===== config.mk =====
export PLATFORM = sky130hd
export DESIGN_NAME = shift_arbiter_ctrl_flat
export DESIGN_NICKNAME = d
export VERILOG_FILES = /design/src/rtl/shift_arb_pkg.sv /design/src/rtl/shift_arbiter_ctrl_if.sv /design/src/rtl/arb2_rr.sv /design/src/rtl/shift_arbiter_ctrl.sv /design/src/flat_wrapper.sv
export SDC_FILE = /design/constraint.sdc
export NUM_CORES = 1
export LEC_CHECK = 0
export BUFFER_PORTS_ARGS = -buffer_cell sky130_fd_sc_hd__buf_4
export CAP_MARGIN = 20
export CORE_MARGIN = 3
export CORE_UTILIZATION = 49
export DETAILED_ROUTE_END_ITERATION = 7
export GPL_TIMING_DRIVEN = 0
export PLACE_DENSITY = 0.95
export REMOVE_ABC_BUFFERS = 1
export SYNTH_ARGS = -nofsm -noshare
export SYNTH_HDL_FRONTEND = slang
export SYNTH_HIERARCHICAL = 1
export SYNTH_SLANG_ARGS = --single-unit

===== constraint.sdc =====
create_clock -name clk -period 2.55 [get_ports clk]
set_clock_uncertainty 0.05 [all_clocks]
set_input_delay 0.255 -clock clk [delete_from_list [all_inputs] [get_ports clk]]
set_output_delay 0.255 -clock clk [all_outputs]
set_load 0.02 [all_outputs]

===== src/rtl/shift_arb_pkg.sv =====
// Shared types for the shifter arbiter: FSM encoding, owner IDs and shift direction.
package shift_arb_pkg;

  typedef enum logic [1:0] {
    ST_IDLE   = 2'd0,
    ST_LOAD   = 2'd1,
    ST_RESULT = 2'd2
  } state_e;

  typedef enum logic {
    OWN_ALIGN = 1'b0,
    OWN_NORM  = 1'b1
  } owner_e;

  localparam logic DIR_RIGHT = 1'b0;
  localparam logic DIR_LEFT  = 1'b1;

  // Alignment shifts right, normalization shifts left.
  function automatic logic dir_of(input owner_e owner);
    return (owner == OWN_NORM) ? DIR_LEFT : DIR_RIGHT;
  endfunction

endpackage


===== src/rtl/shift_arbiter_ctrl_if.sv =====
// Requester and shifter-side bundle for shift_arbiter_ctrl.
// Handshake: a requester raises req with value/data stable and holds them until it sees
// its one-cycle gnt; done pulses exactly one cycle later with result_o valid in that cycle.
interface shift_arbiter_ctrl_if #(
  parameter int SW = 32,
  parameter int EW = 8
);
  logic          align_req_i;
  logic [EW-1:0] align_value_i;
  logic [SW-1:0] align_data_i;
  logic          align_gnt_o;
  logic          align_done_o;

  logic          norm_req_i;
  logic [EW-1:0] norm_value_i;
  logic [SW-1:0] norm_data_i;
  logic          norm_gnt_o;
  logic          norm_done_o;

  logic          sh_load_o;
  logic [EW-1:0] sh_value_o;
  logic [SW-1:0] sh_data_o;
  logic          sh_left_right_o;
  logic [SW-1:0] sh_result_i;

  logic [SW-1:0] result_o;
  logic          busy_o;

  modport slave (
    input  align_req_i, align_value_i, align_data_i,
    input  norm_req_i, norm_value_i, norm_data_i,
    input  sh_result_i,
    output align_gnt_o, align_done_o, norm_gnt_o, norm_done_o,
    output sh_load_o, sh_value_o, sh_data_o, sh_left_right_o,
    output result_o, busy_o
  );

  modport master (
    output align_req_i, align_value_i, align_data_i,
    output norm_req_i, norm_value_i, norm_data_i,
    output sh_result_i,
    input  align_gnt_o, align_done_o, norm_gnt_o, norm_done_o,
    input  sh_load_o, sh_value_o, sh_data_o, sh_left_right_o,
    input  result_o, busy_o
  );
endinterface


===== src/rtl/arb2_rr.sv =====
// Two-input arbiter (a = align, b = norm). SHIFT_ARB_RR_EN selects round robin;
// otherwise input a has fixed priority.
module arb2_rr (
  input  logic clk,
  input  logic rst,
  input  logic req_a_i,
  input  logic req_b_i,
  input  logic advance_i,
  output logic gnt_a_o,
  output logic gnt_b_o
);

`ifdef SHIFT_ARB_RR_EN
  logic prio_b_q, prio_b_d;

  // Pointer moves to the requester that did not win, so a held loser goes next.
  always_comb begin
    prio_b_d = prio_b_q;
    if (advance_i && gnt_a_o) begin
      prio_b_d = 1'b1;
    end else if (advance_i && gnt_b_o) begin
      prio_b_d = 1'b0;
    end
  end

  always_ff @(posedge clk) begin
    if (rst) begin
      prio_b_q <= 1'b0;
    end else begin
      prio_b_q <= prio_b_d;
    end
  end

  assign gnt_a_o = req_a_i & (~req_b_i | ~prio_b_q);
  assign gnt_b_o = req_b_i & (~req_a_i |  prio_b_q);
`else
  logic unused_ok;
  assign unused_ok = ^{clk, rst, advance_i};

  assign gnt_a_o = req_a_i;
  assign gnt_b_o = req_b_i & ~req_a_i;
`endif

endmodule


===== src/rtl/shift_arbiter_ctrl.sv =====
// Shares one registered shifter between the alignment (right) and normalization (left)
// requesters. Arbitration policy is chosen by the SHIFT_ARB_RR_EN macro inside arb2_rr.
module shift_arbiter_ctrl
  import shift_arb_pkg::*;
#(
  parameter int SW = 32,
  parameter int EW = 8
) (
  input  logic                 clk,
  input  logic                 rst,
  shift_arbiter_ctrl_if.slave  arb_if,
  output state_e               state_dbg_o
);

  state_e        state_q, state_d;
  owner_e        owner_q, owner_d;
  logic          dir_q, dir_d;
  logic [EW-1:0] value_q, value_d;
  logic [SW-1:0] data_q, data_d;
  logic [SW-1:0] result_q, result_d;

  logic gnt_align, gnt_norm;

  arb2_rr u_arb (
    .clk       (clk),
    .rst       (rst),
    .req_a_i   (arb_if.align_req_i),
    .req_b_i   (arb_if.norm_req_i),
    .advance_i (state_q == ST_IDLE),
    .gnt_a_o   (gnt_align),
    .gnt_b_o   (gnt_norm)
  );

  always_comb begin
    state_d  = state_q;
    owner_d  = owner_q;
    dir_d    = dir_q;
    value_d  = value_q;
    data_d   = data_q;
    result_d = result_q;
    case (state_q)
      ST_IDLE: begin
        if (gnt_align || gnt_norm) begin
          state_d = ST_LOAD;
          owner_d = gnt_norm ? OWN_NORM : OWN_ALIGN;
          dir_d   = dir_of(owner_d);
          value_d = gnt_norm ? arb_if.norm_value_i : arb_if.align_value_i;
          data_d  = gnt_norm ? arb_if.norm_data_i  : arb_if.align_data_i;
        end
      end
      ST_LOAD: begin
        state_d = ST_RESULT;
      end
      ST_RESULT: begin
        state_d  = ST_IDLE;
        result_d = arb_if.sh_result_i;
      end
      default: begin
        state_d = ST_IDLE;
      end
    endcase
  end

  always_ff @(posedge clk) begin
    if (rst) begin
      state_q  <= ST_IDLE;
      owner_q  <= OWN_ALIGN;
      dir_q    <= DIR_RIGHT;
      value_q  <= '0;
      data_q   <= '0;
      result_q <= '0;
    end else begin
      state_q  <= state_d;
      owner_q  <= owner_d;
      dir_q    <= dir_d;
      value_q  <= value_d;
      data_q   <= data_d;
      result_q <= result_d;
    end
  end

  // done is masked by rst so a reset landing in RESULT aborts the pulse too.
  assign arb_if.align_gnt_o  = (state_q == ST_LOAD) && (owner_q == OWN_ALIGN);
  assign arb_if.norm_gnt_o   = (state_q == ST_LOAD) && (owner_q == OWN_NORM);
  assign arb_if.align_done_o = (state_q == ST_RESULT) && (owner_q == OWN_ALIGN) && !rst;
  assign arb_if.norm_done_o  = (state_q == ST_RESULT) && (owner_q == OWN_NORM) && !rst;

  assign arb_if.sh_load_o       = (state_q == ST_LOAD);
  assign arb_if.sh_value_o      = value_q;
  assign arb_if.sh_data_o       = data_q;
  assign arb_if.sh_left_right_o = dir_q;

  assign arb_if.result_o = (state_q == ST_RESULT) ? arb_if.sh_result_i : result_q;
  assign arb_if.busy_o   = (state_q != ST_IDLE);
  assign state_dbg_o     = state_q;

endmodule

===== src/flat_wrapper.sv =====
// flat-port wrapper written by rule: the top's interface ports become plain ports
module shift_arbiter_ctrl_flat import shift_arb_pkg::*;
#(
  parameter int SW = 32,
  parameter int EW = 8
)
  (clk, rst, state_dbg_o, arb_if_align_req_i, arb_if_align_value_i, arb_if_align_data_i, arb_if_norm_req_i, arb_if_norm_value_i, arb_if_norm_data_i, arb_if_sh_result_i, arb_if_align_gnt_o, arb_if_align_done_o, arb_if_norm_gnt_o, arb_if_norm_done_o, arb_if_sh_load_o, arb_if_sh_value_o, arb_if_sh_data_o, arb_if_sh_left_right_o, arb_if_result_o, arb_if_busy_o);
  shift_arbiter_ctrl_if #(.SW(SW), .EW(EW)) arb_if_i ();
  input  logic clk;
  input  logic rst;
  output state_e state_dbg_o;
  input wire logic [$bits(arb_if_i.align_req_i)-1:0] arb_if_align_req_i;
  input wire logic [$bits(arb_if_i.align_value_i)-1:0] arb_if_align_value_i;
  input wire logic [$bits(arb_if_i.align_data_i)-1:0] arb_if_align_data_i;
  input wire logic [$bits(arb_if_i.norm_req_i)-1:0] arb_if_norm_req_i;
  input wire logic [$bits(arb_if_i.norm_value_i)-1:0] arb_if_norm_value_i;
  input wire logic [$bits(arb_if_i.norm_data_i)-1:0] arb_if_norm_data_i;
  input wire logic [$bits(arb_if_i.sh_result_i)-1:0] arb_if_sh_result_i;
  output wire logic [$bits(arb_if_i.align_gnt_o)-1:0] arb_if_align_gnt_o;
  output wire logic [$bits(arb_if_i.align_done_o)-1:0] arb_if_align_done_o;
  output wire logic [$bits(arb_if_i.norm_gnt_o)-1:0] arb_if_norm_gnt_o;
  output wire logic [$bits(arb_if_i.norm_done_o)-1:0] arb_if_norm_done_o;
  output wire logic [$bits(arb_if_i.sh_load_o)-1:0] arb_if_sh_load_o;
  output wire logic [$bits(arb_if_i.sh_value_o)-1:0] arb_if_sh_value_o;
  output wire logic [$bits(arb_if_i.sh_data_o)-1:0] arb_if_sh_data_o;
  output wire logic [$bits(arb_if_i.sh_left_right_o)-1:0] arb_if_sh_left_right_o;
  output wire logic [$bits(arb_if_i.result_o)-1:0] arb_if_result_o;
  output wire logic [$bits(arb_if_i.busy_o)-1:0] arb_if_busy_o;
  assign arb_if_i.align_req_i = arb_if_align_req_i;
  assign arb_if_i.align_value_i = arb_if_align_value_i;
  assign arb_if_i.align_data_i = arb_if_align_data_i;
  assign arb_if_i.norm_req_i = arb_if_norm_req_i;
  assign arb_if_i.norm_value_i = arb_if_norm_value_i;
  assign arb_if_i.norm_data_i = arb_if_norm_data_i;
  assign arb_if_i.sh_result_i = arb_if_sh_result_i;
  assign arb_if_align_gnt_o = arb_if_i.align_gnt_o;
  assign arb_if_align_done_o = arb_if_i.align_done_o;
  assign arb_if_norm_gnt_o = arb_if_i.norm_gnt_o;
  assign arb_if_norm_done_o = arb_if_i.norm_done_o;
  assign arb_if_sh_load_o = arb_if_i.sh_load_o;
  assign arb_if_sh_value_o = arb_if_i.sh_value_o;
  assign arb_if_sh_data_o = arb_if_i.sh_data_o;
  assign arb_if_sh_left_right_o = arb_if_i.sh_left_right_o;
  assign arb_if_result_o = arb_if_i.result_o;
  assign arb_if_busy_o = arb_if_i.busy_o;
  shift_arbiter_ctrl #(.SW(SW), .EW(EW)) u_core (.clk(clk), .rst(rst), .arb_if(arb_if_i), .state_dbg_o(state_dbg_o));
endmodule

==> results.json <==
{
  "leakage_nw": 2.38,
  "ioPinCount": 197,
  "max-vdd-ir-drop_v": 0.000372,
  "synth-edff-count": 0,
  "power_density_nw_per_um2": 594,
  "fin_cells": 592,
  "netlist-cell-type-count": 29,
  "worstPathMaxFanout": 27,
  "arrival_ns": 1.88,
  "grt_max_degree": 78,
  "post-cts-setup-buffer-count": 0,
  "final_common_cell": "buf_4",
  "row_count": 31,
  "drtIter0Drc": 74,
  "async_reset_ff_share_pct": 0,
  "cts_buffers": 9,
  "hpwl_mm": 7.44,
  "placed_cells": 576,
  "clk_path_buf_depth": 2,
  "core_um2": 7370,
  "drt_wl_total_mm": 10.1,
  "relSlewSlack_pct": 32.3,
  "synth_ff_type": "dfxtp_1",
  "grt_overflow": 0,
  "end_kind": "output port",
  "ant_nets": 0,
  "dr.pass1.iters": 4,
  "syn_avg_cell_area_um2": 12.3,
  "final_cell_mix": "196 x buf_4, 75 x dfxtp_1, 40 x mux2i_1, 40 x a21oi_2, 40 x a211oi_2",
  "rsz0062_at_grt": "no",
  "cts.sinks": 75,
  "grt_first_pass_wirelength_mm": 15.4,
  "wl_per_cell_um": 17.0,
  "design.die.area_um2": 8830,
  "clkSlewWorstSetupHoldPaths_ns": 0.08,
  "drive_above_1_share_pct": 67.3,
  "cts_tree": "built",
  "die_w_um": 94.0,
  "ys_ff_latch": 75,
  "synth_top_cell_area_share_pct": 39.6,
  "grt_pass1_vias": 3159,
  "yosys.area.top_type": "dfxtp_1",
  "chipHeight_um": 94.0,
  "place_ws_ns": 0.425,
  "synth_warnings": 6,
  "vias_per_cell": 5.19,
  "antenna_cells": 0,
  "initial_core_util_pct": 51.5,
  "port_buffers": 196,
  "worstHoldPathType": "in2reg",
  "path_class": "reg2out",
  "hold_buffers": 0,
  "post_synth_inst_count": 309,
  "ctsRootBufferMaster": "clkbuf_8",
  "cts_resized": 0,
  "status": "completed",
  "nets": 604,
  "crit_required_ns": 2.25,
  "slew_violations": 0,
  "drc_errors": 0,
  "min_period_over_period_pct": 85.8,
  "synth_area_leaders": "dfxtp_1 40%, a211oi_2 13%, mux2_4 11%",
  "whs_ns": 0.214,
  "gp_congestion": 0.732,
  "htreeDepth": 3,
  "syn_to_final_growth_pct": 43.2,
  "start_kind": "flip-flop",
  "ys_seq_area_share_pct": 39.6,
  "antenna_found_initial": 0,
  "hold_viol": 0,
  "max_freq_mhz": 457,
  "setup_viol": 0,
  "finalWorstSetupSlack_ns": 0.362,
  "maxCapViolCount": 0,
  "via_count": 3073,
  "insertion_delay_ns": 0.34,
  "syn-cell-area_um2": 3790,
  "fin_crit_ns": 2.19,
  "track_usage_pct": 22.1,
  "worst_pin_slew_ns": 1.02
}
==> through the flow <==
step | utilization (%) | area (um^2) | setup TNS, ns | power [W]
after CTS | 73.7 | 5430 | 0 | 0.00326
after floorplan | - | 3530 | -27.12 | 0.00185
after detailed placement | 70.8 | 5220 | 0 | 0.00227
after global routing | 73.7 | 5430 | 0 | 0.00336
final | 73.7 | 5430 | 0 | 0.00323
after global placement | 69.6 | 5130 | -71.09 | 0.00222
==> layer usage <==
layer,vias to the layer above,track usage [%],routed length (um)
met2,151,37.0,4870
met5,-,0,0
met3,17,7.93,1100
met1,1446,25.3,3900
met4,0,9.51,189
li1,1459,-,-
==> final timing paths <==
path	startpoint	endpoint	slack [ns]	cells after the start
worst max-delay path	u_core/state_dbg_o[1]	arb_if_result_o[0]	0.36	4
worst min-delay path	arb_if_align_req_i	u_core/state_dbg_o[0]	0.21	3
worst max register to register	u_core/state_dbg_o[0]	u_core/arb_if.sh_data_o[19]	0.73	4
worst min register to register	u_core/arb_if.sh_data_o[30]	u_core/arb_if.sh_data_o[30]	0.47	2
==> critical path, stage by stage (launching register included) <==
cell and delay [ns]:
dfxtp_1 0.37, nor2b_4 0.35, buf_12 0.27, mux2_2 0.38
buf_4 0.16
==> synthesized netlist by cell type (2+ instances only) <==
library cell / count
nor2_1: 3
nor2b_1: 32
buf_8: 4
a21oi_2: 40
buf_2: 9
buf_6: 9
mux2i_1: 40
clkbuf_1: 4
mux2_2: 4
mux2_4: 28
buf_4: 4
or2_1: 2
a211oi_2: 40
dfxtp_1: 75
==> where the power goes <==
part | switching (W) | internal (W) | leakage, nW
sequential | 0.0000580 | 0.00126 | 0.616
combinational | 0.000466 | 0.000450 | 1.66
clock | 0.000439 | 0.000553 | 0.106
==> cells by family after synthesis <==
kind of cell,Yosys count,synth area share [%]
buffers and inverters,34,7.26
and+or+nand+nor,46,7.65
muxes,72,22.8
DFF,75,39.6
AOI/OAI and AO/OA,82,22.7
==> sequential cells by signal, summed over array words and instances, names as in the netlist <==
register	count
u_core/arb_if.sh_value_o	8
u_core/arb_if.sh_data_o	32
u_core/state_dbg_o	2
u_core/result_q	32
u_core/owner_q	1
==> cell type report <==
cell class / count / area (um^2)
Timing Repair Buffer: 200 / 1550
Clock inverter: 6 / 90.1
Multi-Input combinational cell: 200 / 2030
Tap cell: 99 / 124
Inverter: 2 / 12.5
Clock buffer: 10 / 128
Fill cell: 474 / 1940
Sequential cell: 75 / 1500
Note: power is estimated with default switching activity, not from simulation.
